[src/rtl/video_timing_gen.sv]
`timescale 1ns/1ps
// ----------------------------------------------------------------------------
// video_timing_gen
//    Programmable raster timing generator. Free-running H/V counters produce
//    registered sync, data-enable, early read strobe and frame-start outputs.
//    All timing inputs are captured into a shadow set when RUN is entered and
//    at every frame wrap, so mid-frame input changes apply to the next frame.
//
// Parameters
//    pCNT_W     width of the timing inputs and of the H/V counters
//    pRD_LEAD   cycles by which o_rd leads o_de (0..15)
//    pSYNC_POL  active level of o_hsyn/o_vsyn (1 = active-high)
//
// Ports
//    i_video_clk          pixel clock, rising edge
//    i_rst_n              asynchronous active-low reset
//    i_enable             generator enable (level)
//    i_hs_total_num       pixels per line
//    i_vs_total_num       lines per frame
//    i_hsyn_num           hsync width in pixels
//    i_vsyn_num           vsync width in lines
//    i_video_start_pixel  active window H start (inclusive)
//    i_video_end_pixel    active window H end (exclusive)
//    i_video_start_H      active window V start (inclusive)
//    i_video_end_H        active window V end (exclusive)
//    i_ext_vsyn           external frame reference, active-high
//    o_hsyn / o_vsyn      sync outputs
//    o_de                 data enable
//    o_rd                 read strobe, o_de shifted pRD_LEAD cycles earlier
//    o_frame_start        one-cycle pulse on the h=0, v=0 output cycle
//    o_locked             frame-lock status
//
// Build option
//    VIDEO_TIMING_GEN_LOCK_EN  when defined, a rising edge of i_ext_vsyn
//    realigns the raster to h=0, v=0 and o_locked reports two consecutive
//    references landing on the natural frame wrap. When undefined,
//    i_ext_vsyn is ignored and o_locked is held at 0.
// ----------------------------------------------------------------------------
module video_timing_gen #(
   parameter int unsigned pCNT_W    = 13,
   parameter int unsigned pRD_LEAD  = 2,
   parameter int unsigned pSYNC_POL = 1
) (
   input  logic              i_video_clk,
   input  logic              i_rst_n,
   input  logic              i_enable,
   input  logic [pCNT_W-1:0] i_hs_total_num,
   input  logic [pCNT_W-1:0] i_vs_total_num,
   input  logic [pCNT_W-1:0] i_hsyn_num,
   input  logic [pCNT_W-1:0] i_vsyn_num,
   input  logic [pCNT_W-1:0] i_video_start_pixel,
   input  logic [pCNT_W-1:0] i_video_end_pixel,
   input  logic [pCNT_W-1:0] i_video_start_H,
   input  logic [pCNT_W-1:0] i_video_end_H,
   input  logic              i_ext_vsyn,
   output logic              o_hsyn,
   output logic              o_vsyn,
   output logic              o_de,
   output logic              o_rd,
   output logic              o_frame_start,
   output logic              o_locked
);

   localparam logic SYNC_ON  = (pSYNC_POL != 0);
   localparam logic SYNC_OFF = !SYNC_ON;

   localparam logic [pCNT_W-1:0] CNT_ONE = pCNT_W'(1);
   localparam logic [pCNT_W-1:0] CNT_TWO = pCNT_W'(2);
   localparam logic [pCNT_W:0]   RD_LEAD = (pCNT_W+1)'(pRD_LEAD);

   typedef enum logic {
      IDLE,
      RUN
   } state_t;

   typedef struct packed {
      logic [pCNT_W-1:0] hs_total;
      logic [pCNT_W-1:0] vs_total;
      logic [pCNT_W-1:0] hsyn;
      logic [pCNT_W-1:0] vsyn;
      logic [pCNT_W-1:0] start_pixel;
      logic [pCNT_W-1:0] end_pixel;
      logic [pCNT_W-1:0] start_h;
      logic [pCNT_W-1:0] end_h;
   } timing_t;

   state_t            state;
   timing_t           live;
   timing_t           shadow;
   logic [pCNT_W-1:0] h_cnt;
   logic [pCNT_W-1:0] v_cnt;

   logic              live_valid;
   logic              h_last;
   logic              v_last;
   logic              frame_wrap;
   logic              restart;
   logic [pCNT_W:0]   h_lead;
   logic              hsyn_act;
   logic              vsyn_act;
   logic              de_h;
   logic              rd_h;
   logic              win_v;
   logic              de_act;
   logic              rd_act;
   logic              fs_act;

`ifdef VIDEO_TIMING_GEN_LOCK_EN
   logic              ext_d;
   logic              ext_rise;
   logic              lock_seen;
   logic              locked;
`endif

   // ------------------------------------------------------------------------
   // Decode of the current counter position against the shadow timing
   // ------------------------------------------------------------------------
   always_comb begin
      live             = '0;
      live.hs_total    = i_hs_total_num;
      live.vs_total    = i_vs_total_num;
      live.hsyn        = i_hsyn_num;
      live.vsyn        = i_vsyn_num;
      live.start_pixel = i_video_start_pixel;
      live.end_pixel   = i_video_end_pixel;
      live.start_h     = i_video_start_H;
      live.end_h       = i_video_end_H;

      live_valid = (i_hs_total_num >= CNT_TWO) && (i_vs_total_num >= CNT_TWO);

      h_last     = (h_cnt == shadow.hs_total - CNT_ONE);
      v_last     = (v_cnt == shadow.vs_total - CNT_ONE);
      frame_wrap = h_last && v_last;

      hsyn_act = (h_cnt < shadow.hsyn);
      vsyn_act = (v_cnt < shadow.vsyn);

      // Half-open windows: an empty or inverted window never matches.
      win_v = (v_cnt >= shadow.start_h) && (v_cnt < shadow.end_h);
      de_h  = (h_cnt >= shadow.start_pixel) && (h_cnt < shadow.end_pixel);

      // Lead position is one bit wider so it never folds into the next line;
      // a start below the lead simply clips the strobe at h=0.
      h_lead = {1'b0, h_cnt} + RD_LEAD;
      rd_h   = (h_lead >= {1'b0, shadow.start_pixel}) &&
               (h_lead <  {1'b0, shadow.end_pixel});

      de_act = de_h && win_v;
      rd_act = rd_h && win_v;
      fs_act = (h_cnt == '0) && (v_cnt == '0);

`ifdef VIDEO_TIMING_GEN_LOCK_EN
      ext_rise = i_ext_vsyn && !ext_d;
      restart  = frame_wrap || ext_rise;
`else
      restart  = frame_wrap;
`endif
   end

   // ------------------------------------------------------------------------
   // State, counters, shadow timing and registered outputs
   // ------------------------------------------------------------------------
   always_ff @(posedge i_video_clk or negedge i_rst_n) begin
      if (!i_rst_n) begin
         state         <= IDLE;
         h_cnt         <= '0;
         v_cnt         <= '0;
         shadow        <= '0;
         o_hsyn        <= SYNC_OFF;
         o_vsyn        <= SYNC_OFF;
         o_de          <= 1'b0;
         o_rd          <= 1'b0;
         o_frame_start <= 1'b0;
`ifdef VIDEO_TIMING_GEN_LOCK_EN
         ext_d         <= 1'b0;
         lock_seen     <= 1'b0;
         locked        <= 1'b0;
`endif
      end else begin
         o_hsyn        <= SYNC_OFF;
         o_vsyn        <= SYNC_OFF;
         o_de          <= 1'b0;
         o_rd          <= 1'b0;
         o_frame_start <= 1'b0;
`ifdef VIDEO_TIMING_GEN_LOCK_EN
         ext_d         <= i_ext_vsyn;
`endif

         case (state)
            IDLE: begin
               h_cnt <= '0;
               v_cnt <= '0;
               if (i_enable && live_valid) begin
                  state  <= RUN;
                  shadow <= live;
               end
            end

            RUN: begin
               if (!i_enable) begin
                  state <= IDLE;
                  h_cnt <= '0;
                  v_cnt <= '0;
`ifdef VIDEO_TIMING_GEN_LOCK_EN
                  lock_seen <= 1'b0;
                  locked    <= 1'b0;
`endif
               end else begin
                  o_hsyn        <= hsyn_act ? SYNC_ON : SYNC_OFF;
                  o_vsyn        <= vsyn_act ? SYNC_ON : SYNC_OFF;
                  o_de          <= de_act;
                  o_rd          <= rd_act;
                  o_frame_start <= fs_act;

                  if (restart) begin
                     h_cnt <= '0;
                     v_cnt <= '0;
                     // A degenerate new set is refused; the running timing
                     // is kept rather than stalling the raster.
                     if (live_valid) begin
                        shadow <= live;
                     end
                  end else if (h_last) begin
                     h_cnt <= '0;
                     v_cnt <= v_cnt + CNT_ONE;
                  end else begin
                     h_cnt <= h_cnt + CNT_ONE;
                  end

`ifdef VIDEO_TIMING_GEN_LOCK_EN
                  if (ext_rise) begin
                     if (frame_wrap) begin
                        lock_seen <= 1'b1;
                        if (lock_seen) begin
                           locked <= 1'b1;
                        end
                     end else begin
                        lock_seen <= 1'b0;
                        locked    <= 1'b0;
                     end
                  end
`endif
               end
            end

            default: begin
               state <= IDLE;
            end
         endcase
      end
   end

`ifdef VIDEO_TIMING_GEN_LOCK_EN
   assign o_locked = locked;
`else
   logic ext_unused;
   assign ext_unused = i_ext_vsyn;
   assign o_locked   = 1'b0;
`endif

endmodule

[config.mk]
export PLATFORM = sky130hd
export DESIGN_NAME = video_timing_gen
export DESIGN_NICKNAME = d
export VERILOG_FILES = /design/src/rtl/video_timing_gen.sv
export SDC_FILE = /design/constraint.sdc
export NUM_CORES = 1
export LEC_CHECK = 0
export CORE_UTILIZATION = 35
export CTS_BUF_LIST = sky130_fd_sc_hd__clkbuf_16
export DETAILED_ROUTE_END_ITERATION = 6
export DONT_BUFFER_PORTS = 1
export SYNTH_ARGS = -nofsm -noshare
export SYNTH_HDL_FRONTEND = slang
export SYNTH_SLANG_ARGS = --single-unit
export TNS_END_PERCENT = 1
[constraint.sdc]
create_clock -name i_video_clk -period 5.3 [get_ports i_video_clk]
set_input_delay 1.06 -clock i_video_clk [delete_from_list [all_inputs] [get_ports i_video_clk]]
set_output_delay 1.06 -clock i_video_clk [all_outputs]
set_load 0.01 [all_outputs]
==> metrics.yaml <==
synth:
  avgSynthCellArea_um2: 10.3
  netlist_area_um2: 9040
  yosys_warnings: 0
  ys_ff_latch: 136
  synth_seq_area_share_pct: 37.7
  async_flop_share_pct: 100
  ys.flop_type: "dfrtp_1"
  syn_inst: 877
  synth_edf_count: 0
  yosys.cell_types.count: 61
  syn_nets: 1090
clock_network:
  cts_resized: 0
  cts_tree: "done"
  clock_tree.root_cell: "clkbuf_16"
  cts_setup_buffers: 0
  cts_buffer_depth: 2
  clock_latency_ns: 0.43
  clkTransAtPathRegs_ns: 0.06
  cts_inserted_buffers: 17
  clock-sinks: 136
  htree_num_levels: 4
  cts_hold_buf: 0
floorplan:
  die_w_um: 163
  die_h_um: 163
  die-area_um2: 26500
  start_util_pct: 35.8
  core-area_um2: 25300
  ios: 114
  fp-row-count: 58
drt:
  finalWirelength_mm: 21.3
  wire_per_inst_um: 17.7
  firstDrtPassIters: 5
  final_antenna_net_count: 0
  via_count: 6393
  drt_iter0_markers: 336
  drc_errors: 0
  vias_per_cell: 5.31
finish:
  syn_to_final_growth_pct: 8.97
  final_common_cell: "dfrtp_1"
  fin_area_um2: 9850
  final_cell_mix: "dfrtp_1 (136), ha_1 (105), inv_1 (93), mux2_1 (60), mux2_2 (45)"
  nets: 1073
  postLayoutCoreUtil_pct: 39.0
  drive_above_1_share_pct: 9.97
placement:
  dp_hpwl_mm: 15.3
  place.gp.congestion: 0.771
  io_buffers: 0
  post-place-ws_ns: 1.44
  dpl-instance-area_um2: 9270
timing:
  tightest_slew_ns: 0.853
  relSlewSlack_pct: 43.1
  min_period_over_period_pct: 73.5
  finalSetupViolCount: 0
  worst_slack_ns: 1.41
  rsz0062_at_grt: "false"
  layout_min_cycle_time_ns: 3.89
  hold_viol: 0
  drv_slew: 0
  max_freq_ghz: 0.257
  tns_ns: 0
  finClkSkew_ns: 0.0112
setup_path:
  crit_end: "shadow[3]$_DFFE_PN0P_"
  path_class: "flip-flop to flip-flop"
  worstPathArrival_ns: 4.20
  crit_start: "shadow[91]$_DFFE_PN0P_"
  start_kind: "flip-flop"
  crit_fanout: 64
  path_depth: 11
  critPathRequiredTime_ns: 5.61
  rr_worst_depth: 11
  crit_family: "simple AND/OR/NAND/NOR gates"
  critPathCaptureType: "flip-flop"
  rrSetupSlack_ns: 1.41
  max_stage_delay_ns: 0.67
  r2r_start: "shadow[91]$_DFFE_PN0P_"
  path_cells: "inv_1 > ha_1 > nor3b_2 > nand3b_1 > nor4_1 > a31oi_1 > o31ai_1 > nand4_1 > o31ai_4 > buf_4 > mux2_2"
  cp_num_buf_inv: 2
  cp_slowest_cell: "buf_4"
  r2r_end: "shadow[3]$_DFFE_PN0P_"
global_route:
  gr-usage-all-layers_pct: 16.8
  antenna_found_initial: 3
  grt_max_degree: 137
  grt_pass1_wl_mm: 34.5
  first_global_vias: 6537
  gr-total-overflow: 0
hold_path:
  hp-class: "primary input to async pin"
power_and_ir_drop:
  totalPowerFinal_uw: 3040
  power.leakage_uw: 0.00461
  peakVddDrop_v: 0.000160
  power_density_nw_per_um2: 309
status:
  outcome: "completed"
flow_run:
  cap_violations: 0
-- Yosys cell counts (25+ instances only) --
master,count,share of area [%]
xnor2_1,25,2.4
mux2_2,45,5.6
nand3_1,42,2.3
ha_1,105,15
clkbuf_1,26,1.1
dfrtp_1,136,38
mux2_1,60,7.5
nand2_1,33,1.4
nand4_1,30,2.1
nor2_1,32,1.3
inv_1,91,3.8
-- metal layers --
layer  up-vias  GRT usage [%]  part of all wire (%)
met5         -              0                 0.061
met4         2           5.01                   1.5
met3        24           4.56                   5.0
met2       146           29.3                    50
met1      3082           20.1                    44
li1       3139              -                     -
-- cell families after synthesis --
logic type | Yosys count | synth area share [%]
XOR/XNOR | 47 | 4.55
flip-flops | 136 | 37.7
adder cells (fa/ha/maj) | 105 | 14.5
buffers and inverters | 130 | 6.08
multiplexers | 106 | 13.2
other | 1 | 0.0415
AO/OA/AOI/OAI | 118 | 9.21
AND/OR/NAND/NOR | 234 | 14.7
-- flip-flops by register name, indices dropped and copies added, names as in the netlist --
| register | cells |
|---|---|
| shadow | 104 |
| h_cnt | 13 |
| v_cnt | 13 |
| o_de | 1 |
| o_frame_start | 1 |
| o_hsyn | 1 |
| o_rd | 1 |
| o_vsyn | 1 |
| state | 1 |
-- power breakdown --
part | internal, uW | total, uW | switching [uW]
combinational | 264 | 526 | 261
sequential | 1190 | 1320 | 128
clock | 695 | 1190 | 499
total | 2150 | 3040 | 888
-- stage by stage --
step | cells | hold slack (ns)
5_1_grt | 1203 | 0.314
2_1_floorplan | 877 | 0.452
4_1_cts | 1203 | 0.310
3_5_place_dp | 1171 | 0.472
6_report | 1204 | 0.340
3_3_place_gp | 1171 | 0.468
-- worst min-delay path by stage --
stage	start	end
floorplan	shadow[52]$_DFFE_PN0P_	shadow[52]$_DFFE_PN0P_
global placement	shadow[52]$_DFFE_PN0P_	shadow[52]$_DFFE_PN0P_
detailed placement	shadow[52]$_DFFE_PN0P_	shadow[52]$_DFFE_PN0P_
CTS	i_rst_n	shadow[72]$_DFFE_PN0P_
global route	i_rst_n	o_de$_DFF_PN0_
finish	i_rst_n	shadow[46]$_DFFE_PN0P_
-- area by class of cell --
cell class              instances  area, um2
fillers                      2505      15400
multi-input cells             611       5090
flip-flops and latches        136       3400
clock buffers                  17        425
well taps                     330        413
inverters                      91        342
clock inverters                15        155
repair buffers                  3       22.5
diodes                          1       2.50
Power figures use the tool's default switching activity.
